$ cat src/rtl/instr_fetch_pkg.sv
// Shared types and default sizes for the instruction fetch sequencer.
package instr_fetch_pkg;

   typedef enum logic [1:0] {
      IDLE,
      WAIT,
      PRESENT,
      DONE
   } fetch_state_t;

   localparam int DEF_ADDR_W    = 7;
   localparam int DEF_INSTR_W   = 16;
   localparam int DEF_ROM_LAT   = 2;
   localparam int DEF_LAST_ADDR = 127;

endpackage

$ cat src/rtl/fetch_pc_counter.sv
// Program counter register: clear, increment, and (with FETCH_JUMP_EN) load.
module fetch_pc_counter
   import instr_fetch_pkg::*;
#(
   parameter int ADDR_W = DEF_ADDR_W
) (
   input  logic              clk,
   input  logic              rst,
   input  logic              clr,
   input  logic              inc,
`ifdef FETCH_JUMP_EN
   input  logic              load,
   input  logic [ADDR_W-1:0] load_addr,
`endif
   output logic [ADDR_W-1:0] pc
);

   always_ff @(posedge clk) begin
      if (rst || clr) begin
         pc <= '0;
`ifdef FETCH_JUMP_EN
      end else if (load) begin
         pc <= load_addr;
`endif
      end else if (inc) begin
         pc <= pc + ADDR_W'(1);
      end
   end

endmodule

$ cat src/rtl/instr_fetch_ctrl.sv
// Instruction ROM fetch sequencer: PC ownership, ROM latency wait, valid/ready hand-off.
// Optional jump redirect on transfer is enabled by defining FETCH_JUMP_EN.
module instr_fetch_ctrl
   import instr_fetch_pkg::*;
#(
   parameter int ADDR_W    = DEF_ADDR_W,
   parameter int INSTR_W   = DEF_INSTR_W,
   parameter int LAST_ADDR = DEF_LAST_ADDR,
   parameter int ROM_LAT   = DEF_ROM_LAT
) (
   input  logic               Clk,
   input  logic               Reset,
   input  logic               Start,
   input  logic               Stop,
   output logic [ADDR_W-1:0]  RomAddr,
   input  logic [INSTR_W-1:0] RomQ,
   output logic [INSTR_W-1:0] InstrData,
   output logic [ADDR_W-1:0]  InstrPC,
   output logic               InstrValid,
   input  logic               InstrReady,
`ifdef FETCH_JUMP_EN
   input  logic               JumpEn,
   input  logic [ADDR_W-1:0]  JumpAddr,
`endif
   output logic               Busy,
   output logic               Done
);

   localparam int CNT_W = (ROM_LAT < 1) ? 1 : $clog2(ROM_LAT + 1);
   localparam logic [CNT_W-1:0]  LAT_RELOAD = CNT_W'(ROM_LAT);
   localparam logic [ADDR_W-1:0] LAST       = ADDR_W'(LAST_ADDR);

   fetch_state_t      state;
   logic [CNT_W-1:0]  wait_cnt;
   logic [ADDR_W-1:0] pc;
   logic              xfer;
   logic              jump;
   logic              pc_clr;
   logic              pc_inc;
`ifdef FETCH_JUMP_EN
   logic              pc_load;

   assign jump = JumpEn;
`else
   assign jump = 1'b0;
`endif

   assign RomAddr = pc;
   assign xfer    = (state == PRESENT) && InstrValid && InstrReady;

   // Stop outranks Start, which outranks the handshake; a jump outranks the end check.
   always_comb begin
      pc_clr = Stop || (Start && ((state == IDLE) || (state == DONE)));
      pc_inc = !Stop && xfer && !jump && (pc != LAST);
`ifdef FETCH_JUMP_EN
      pc_load = !Stop && xfer && jump;
`endif
   end

   fetch_pc_counter #(
      .ADDR_W (ADDR_W)
   ) u_pc (
      .clk       (Clk),
      .rst       (Reset),
      .clr       (pc_clr),
      .inc       (pc_inc),
`ifdef FETCH_JUMP_EN
      .load      (pc_load),
      .load_addr (JumpAddr),
`endif
      .pc        (pc)
   );

   always_ff @(posedge Clk) begin
      if (Reset) begin
         state      <= IDLE;
         wait_cnt   <= '0;
         InstrData  <= '0;
         InstrPC    <= '0;
         InstrValid <= 1'b0;
         Busy       <= 1'b0;
         Done       <= 1'b0;
      end else if (Stop) begin
         state      <= IDLE;
         InstrValid <= 1'b0;
         Busy       <= 1'b0;
         Done       <= 1'b0;
      end else begin
         case (state)
            IDLE, DONE: begin
               if (Start) begin
                  state    <= WAIT;
                  wait_cnt <= LAT_RELOAD;
                  Busy     <= 1'b1;
                  Done     <= 1'b0;
               end
            end
            // RomQ for the current PC is valid once the counter has run down to zero.
            WAIT: begin
               if (wait_cnt == '0) begin
                  InstrData  <= RomQ;
                  InstrPC    <= pc;
                  InstrValid <= 1'b1;
                  state      <= PRESENT;
               end else begin
                  wait_cnt <= wait_cnt - CNT_W'(1);
               end
            end
            PRESENT: begin
               if (xfer) begin
                  InstrValid <= 1'b0;
                  if (!jump && (pc == LAST)) begin
                     state <= DONE;
                     Busy  <= 1'b0;
                     Done  <= 1'b1;
                  end else begin
                     state    <= WAIT;
                     wait_cnt <= LAT_RELOAD;
                  end
               end
            end
            default: state <= IDLE;
         endcase
      end
   end

endmodule

$ cat config.mk
export PLATFORM = sky130hd
export DESIGN_NAME = instr_fetch_ctrl
export DESIGN_NICKNAME = d
export VERILOG_FILES = /design/src/rtl/instr_fetch_pkg.sv /design/src/rtl/fetch_pc_counter.sv /design/src/rtl/instr_fetch_ctrl.sv
export SDC_FILE = /design/constraint.sdc
export NUM_CORES = 1
export LEC_CHECK = 0
export BUFFER_PORTS_ARGS = -buffer_cell sky130_fd_sc_hd__buf_2
export CAP_MARGIN = 10
export CORE_UTILIZATION = 43
export CTS_BUF_LIST = sky130_fd_sc_hd__clkbuf_4
export CTS_CLUSTER_DIAMETER = 60
export CTS_CLUSTER_SIZE = 16
export DETAILED_ROUTE_END_ITERATION = 7
export GPL_TIMING_DRIVEN = 0
export HOLD_SLACK_MARGIN = 0.1
export PLACE_DENSITY = 0.8
export REMOVE_ABC_BUFFERS = 1
export SYNTH_ARGS = -nofsm -noshare
export SYNTH_HDL_FRONTEND = slang
export SYNTH_HIERARCHICAL = 1
export SYNTH_SLANG_ARGS = --single-unit
$ cat constraint.sdc
create_clock -name Clk -period 2.3 [get_ports Clk]
set_input_delay 0.46 -clock Clk [delete_from_list [all_inputs] [get_ports Clk]]
set_output_delay 0.46 -clock Clk [all_outputs]
set_load 0.03 [all_outputs]
==> flow_summary_export.csv, run 1 <==
group,metric,value,unit
routing,drt_wl_total,3.23,mm
timing,worstMarginPinSlew,0.892,ns
synth,synth_top_area_share,46.3,%
synth,ys_seq_area_share,46.3,%
floorplan,die_height,63.0,um
synth,yosys.area.top_type,"dfxtp_1",
routing,drt_iter0_drc,45,
worst_setup_path,cp-end-kind,"flop",
synth,synthArstFlopShare,0,%
worst_setup_path,cp.required,2.57,ns
worst_setup_path,path_class,"flop to flop",
timing,rsz0062_at_grt,"false",
clock_network,postCtsSetupBuffers,0,
power_and_ir_drop,power.density,572,mW/mm2
clock_network,cts.sinks,37,
layout,antenna_cells,0,
synth,synthMostInstantiatedCell,"nand2_1",
floorplan,ioPinCount,54,
layout,area_growth,19.7,%
clock_network,cts_hold_buf,0,
synth,avgSynthCellArea,8.55,um2
clock_network,cts_tree,"yes",
timing,setup_viol,0,
timing,fin_crit_sh,88.9,%
floorplan,start_util,46.5,%
hold_path,hp-class,"input port to flop",
layout,drive_gt1_share,30.0,%
place,dpl.hpwl,2.29,mm
clock_network,cts_resized,0,
clock_network,cts_root_buf,"clkbuf_4",
job,cap_viol_max_count,0,
timing,finalSetupTns,0,ns
floorplan,coreArea,0.00344,mm2
worst_setup_path,crit_fanout,6,
worst_setup_path,crit_arrival,2.31,ns
timing,final_hold_viol_count,0,
layout,fillerInstances,340,
floorplan,die_width,63.0,um
power_and_ir_drop,ir_worst_vdd,0.309,mV
timing,layout_min_cycle_time,2.04,ns
timing,slew_headroom,40.4,%
clock_network,clk_latency,0.33,ns
place,gp_congestion,0.769,
layout,fin_nets,263,
floorplan,rows,21,
routing,drc,0,
place,portBuffers,53,
clock_network,cts_made_buffers,5,
routing,drtPass1Iterations,4,
place,preCtsSetupSlack,0.211,ns
routing,ant_nets,0,
global_route,grt-ovfl-total,0,
worst_setup_path,start_kind,"flop",
synth,yosysUniqueCellTypes,40,
synth,syn_area,0.00160,mm2
synth,synth_enable_flop_cells,0,
timing,finClkSkew,0.00617,ns
clock_network,clkTransAtPathRegs,0.11,ns
synth,synth_common_cells,"nand2_1 (51), dfxtp_1 (37), a21oi_1 (28), nor2_1 (10), inv_1 (6)",
timing,finalMaxSlewViolations,0,
routing,vias,1385,
global_route,grt_pass1_vias,1227,
power_and_ir_drop,power.leakage,0.000817,uW
synth,ys_seq_elements,37,
global_route,antenna_found_initial,0,
clock_network,htreeDepth,2,
global_route,track_usage,17.6,%
timing,hold_ws,0.348,ns
timing,setup_slack,0.256,ns
global_route,grt_max_degree,31,
floorplan,fp.dieArea,0.00397,mm2
routing,wl_per_cell,11.4,um
timing,fmax,489,MHz
run_status,outcome,"completed",
clock_network,cts_buffer_depth,2,
routing,via_per_inst,4.89,
synth,synthFlopType,"dfxtp_1",
synth,synth_area_leaders,"dfxtp_1 (46%), nand2_1 (12%), a21oi_1 (8.8%)",
synth,netlist_instances,187,
synth,synth.yosys.warnings,6,
global_route,grt_pass1_wl,5.51,mm
## state kept, by name, indices dropped and copies added (netlist names)
name and flops:
InstrData 16, InstrPC 7, u_pc/pc 7, state 2
wait_cnt 2, Busy 1, Done 1, InstrValid 1
## power by group
part	internal (uW)	leakage [uW]	switching (uW)	total, uW
combinational	43.3	0.000493	75.0	118
sequential	653	0.000299	6.75	660
clock	110	0.0000247	206	316
## cells in the final DEF (no fill, tap or decap), drive strengths merged
cell type,Yosys,final
mux2i,1,1
nor2,11,11
dfxtp,37,37
nand3,2,2
inv,6,6
or3,2,2
nand4b,1,1
o21ai,4,4
ha,5,5
buf,6,53
nand3b,1,1
nor2b,2,2
a2111oi,3,3
a41o,1,1
a21boi,2,2
and4,1,1
a21oi,28,28
o211a,1,1
xor2,3,3
a211o,1,1
clkbuf,4,5
or2,3,3
nand4,3,3
a21o,1,1
clkinvlp,0,1
and3,1,1
xnor2,1,1
nand2,51,51
o21a,2,2
nor3,3,3
clkinv,0,1
## path summary, 6_finish.rpt
kind | from | endpoint | slack [ns] | cells past startpoint
max | state[0]$_SDFFE_PP0P_ | u_pc/pc[6]$_SDFFE_PP0P_ | 0.26 | 7
min | RomQ[1] | InstrData[1]$_SDFFE_PP0P_ | 0.35 | 3
max reg2reg | state[0]$_SDFFE_PP0P_ | u_pc/pc[6]$_SDFFE_PP0P_ | 0.26 | 7
min reg2reg | InstrPC[3]$_SDFFE_PP0P_ | InstrPC[3]$_SDFFE_PP0P_ | 0.46 | 2
## metrics by stage
step           total power, uW  std cells  cell area (um2)  util [%]
6_report                  1090        283             1910      55.6
3_3_place_gp               791        276             1870      54.2
5_1_grt                   1150        283             1910      55.6
3_5_place_dp               794        276             1870      54.2
2_1_floorplan              746        177             1540         -
4_1_cts                   1110        283             1910      55.6
## worst max-delay path: stages (launching register included)
cell      delay, ns
dfxtp_1        0.35
inv_1          0.06
ha_1           0.25
nand4b_1       0.12
a21oi_1        0.46
nand4_2        0.19
or3_1          0.38
a21oi_1        0.16
## layout make-up
type | instances | area (um2) | area share [%]
multi-input cells | 134 | 779 | 40.7
well taps | 46 | 57.6 | 3.01
clock buffers | 5 | 37.5 | 1.96
repair buffers | 53 | 265 | 13.9
flip-flops and latches | 37 | 741 | 38.7
clock inverters | 2 | 11.3 | 0.588
inverters | 6 | 22.5 | 1.18
## cells by family (layout without fill, tap and decap cells)
logic type               after synthesis  after routing  share of synthesized area (%)
flip-flops                            37             37                           46.3
buffers and inverters                 16             66                           4.93
AND/OR/NAND/NOR                       81             81                           23.5
adder cells (fa/ha/maj)                5              5                           3.91
XOR/XNOR                               4              4                           2.19
AO/OA/AOI/OAI                         43             43                           18.5
multiplexers                           1              1                          0.626
## routing by layer
metal | global-route usage (%) | share of wire [%] | vias up
met4 | 7.85 | 1.5 | 0
met5 | 0 | 0 | -
met3 | 3.83 | 3.0 | 5
met1 | 21.5 | 48 | 627
met2 | 29.3 | 48 | 28
li1 | - | - | 725
Power figures use the tool's default switching activity.
==> run 2, diff against run 1 <==
--- a/config.mk
+++ b/config.mk
@@ -5,16 +5,17 @@
 export SDC_FILE = /design/constraint.sdc
 export NUM_CORES = 1
 export LEC_CHECK = 0
+export ABC_CLOCK_PERIOD_IN_PS = 2300
 export BUFFER_PORTS_ARGS = -buffer_cell sky130_fd_sc_hd__buf_2
 export CAP_MARGIN = 10
-export CORE_UTILIZATION = 43
+export CORE_UTILIZATION = 51
 export CTS_BUF_LIST = sky130_fd_sc_hd__clkbuf_4
 export CTS_CLUSTER_DIAMETER = 60
 export CTS_CLUSTER_SIZE = 16
 export DETAILED_ROUTE_END_ITERATION = 7
 export GPL_TIMING_DRIVEN = 0
 export HOLD_SLACK_MARGIN = 0.1
-export PLACE_DENSITY = 0.8
+export PLACE_DENSITY = 0.91
 export REMOVE_ABC_BUFFERS = 1
 export SYNTH_ARGS = -nofsm -noshare
 export SYNTH_HDL_FRONTEND = slang
==> run 2 against run 1 <==
Against the previous run:
- the run now ends with DRC left
- worst hold slack improved by 0.013 ns
- die area fell by 15%
- critical path depth did not move
- register-to-register slack improved by 0.03 ns
- total power rose by 0.92%
- clock skew fell by 0.0036 ns
- sequential share of layout area rose by 0.25 points
- clock power rose by 3%
- global-route usage rose by 2.6 points
- flip-flop and latch count did not move
- highest routed layer unchanged
==> flow_summary_export.csv, run 2 (synthesis results as in run 1) <==
group,metric,value,unit
global_route,grt_max_degree,31,
place,gp_congestion,0.798,
global_route,grt-ovfl-total,0,
floorplan,fp.dieArea,0.00336,mm2
floorplan,coreArea,0.00285,mm2
worst_setup_path,critical_path.startpoint,"state[0]$_SDFFE_PP0P_",
power_and_ir_drop,swShare,25.3,%
clock_network,cts_tree,"yes",
worst_setup_path,path_class,"flop to flop",
power_and_ir_drop,power_frac_seq,59.7,%
clock_network,cts.sinks,37,
worst_setup_path,r2r_start,"state[0]$_SDFFE_PP0P_",
floorplan,ioPinCount,54,
layout,final_cell_mix,"buf_2 (53), nand2_1 (51), dfxtp_1 (37)",
clock_network,cts_root_buf,"clkbuf_4",
global_route,antenna_found_initial,0,
layout,final_common_cell,"buf_2",
clock_network,cts_made_buffers,5,
worst_setup_path,cp-end-kind,"flop",
clock_network,cts_buffer_depth,2,
timing,final_hold_viol_count,0,
run_status,violations,"DRC",
floorplan,die_height,58.0,um
power_and_ir_drop,p_sw,280,uW
floorplan,start_util,56.1,%
clock_network,cts_hold_buf,0,
clock_network,clk_latency,0.32,ns
global_route,track_usage,20.2,%
clock_network,clkTransAtPathRegs,0.10,ns
power_and_ir_drop,power.leakage,0.000828,uW
power_and_ir_drop,ir_worst_vdd,0.484,mV
timing,worstMarginPinSlew,0.928,ns
worst_setup_path,rrSetupSlack,0.29,ns
layout,largest_register,"InstrData",
clock_network,postCtsSetupBuffers,0,
power_and_ir_drop,power_frac_comb,10.9,%
layout,drive_gt1_share,30.7,%
timing,setup_viol,0,
global_route,grt_pass1_wl,5.24,mm
timing,finClkSkew,0.00254,ns
timing,rsz0062_at_grt,"false",
layout,fillerInstances,262,
worst_setup_path,crit_arrival,2.27,ns
clock_network,htreeDepth,2,
timing,finalSetupTns,0,ns
place,portBuffers,53,
power_and_ir_drop,p_int,825,uW
floorplan,die_width,58.0,um
layout,antenna_cells,0,
global_route,grt_pass1_vias,1248,
clock_network,cts_resized,0,
worst_setup_path,start_kind,"flop",
routing,drtPass1Iterations,7,
routing,drt_iter0_drc,63,
hold_path,min_from,"RomQ[12]",
routing,drt_wl_total,3.18,mm
power_and_ir_drop,total_power,1100,uW
layout,area_growth,18.9,%
routing,via_per_inst,5.22,
floorplan,rows,19,
layout,reg_top3,"InstrData: 16 flops, InstrPC: 7 flops, u_pc/pc: 7 flops",
routing,ant_nets,0,
power_and_ir_drop,p_clk_share,29.4,%
routing,wl_per_cell,11.8,um
run_status,outcome,"finished with violations",
job,cap_viol_max_count,0,
place,dpl.hpwl,2.25,mm
worst_setup_path,r2r_cells,7,
routing,drc,5,
worst_setup_path,cp.required,2.56,ns
routing,vias,1405,
hold_path,hp-class,"input port to flop",
timing,finalMaxSlewViolations,0,
layout,fin_nets,263,
worst_setup_path,crit_fanout,6,
worst_setup_path,r2r-end,"u_pc/pc[6]$_SDFFE_PP0P_",
power_and_ir_drop,power.density,581,mW/mm2
worst_setup_path,crit_path_end,"u_pc/pc[6]$_SDFFE_PP0P_",
timing,slew_headroom,38.1,%
timing,layout_min_cycle_time,2.01,ns
timing,fmax,496,MHz
timing,fin_crit_sh,87.6,%
layout,largest_register_ffs,16,
run 2: stage by stage:
step	hold WS [ns]	util, %	setup WS [ns]	std cells	cell area (um2)
2_1_floorplan	0.452	-	0.512	177	1540
3_3_place_gp	0.439	64.7	0.274	261	1850
3_5_place_dp	0.444	64.7	0.240	261	1850
4_1_cts	0.352	66.7	0.281	269	1900
5_1_grt	0.338	66.7	0.107	269	1900
6_report	0.361	66.7	0.285	269	1900
run 2: how the worst min path moves through the flow:
| stage | to | slack (ns) | cells after the start |
|---|---|---|---|
| floorplan | wait_cnt[1]$_SDFFE_PP0P_ | 0.45 | 2 |
| global placement | InstrData[15]$_SDFFE_PP0P_ | 0.44 | 2 |
| detailed placement | InstrPC[0]$_SDFFE_PP0P_ | 0.44 | 2 |
| CTS | InstrData[1]$_SDFFE_PP0P_ | 0.35 | 3 |
| global route | InstrData[1]$_SDFFE_PP0P_ | 0.34 | 3 |
| finish | InstrData[12]$_SDFFE_PP0P_ | 0.36 | 3 |
run 2: final cells by class:
cell class,count,area [um2],area share [%]
multi-input cells,134,779,41.0
inverters,6,22.5,1.18
clock buffers,6,45.0,2.37
well taps,31,38.8,2.04
clock inverters,2,10.0,0.526
repair buffers,53,265,13.9
flip-flops and latches,37,741,38.9
run 2: critical path, cell delays in order, from the launching register on:
cell	delay, ns
dfxtp_1	0.35
inv_1	0.06
ha_1	0.24
nand4b_1	0.12
a21oi_1	0.47
nand4_2	0.19
or3_1	0.39
a21oi_1	0.14
run 2: layer usage:
metal | up-vias | GRT usage, % | part of all wire, %
met5 | - | 0 | 0
met4 | 0 | 6.46 | 0.60
met3 | 4 | 5.13 | 5.3
met2 | 40 | 34.8 | 48
met1 | 635 | 24.6 | 46
li1 | 726 | - | -
run 2: power by group through the flow:
stage	combinational, uW	sequential (uW)	clock, uW
finish	120	660	325
global route	131	661	361
CTS	121	660	335
detailed placement	120	674	0
global placement	117	674	0
floorplan	53.6	692	0
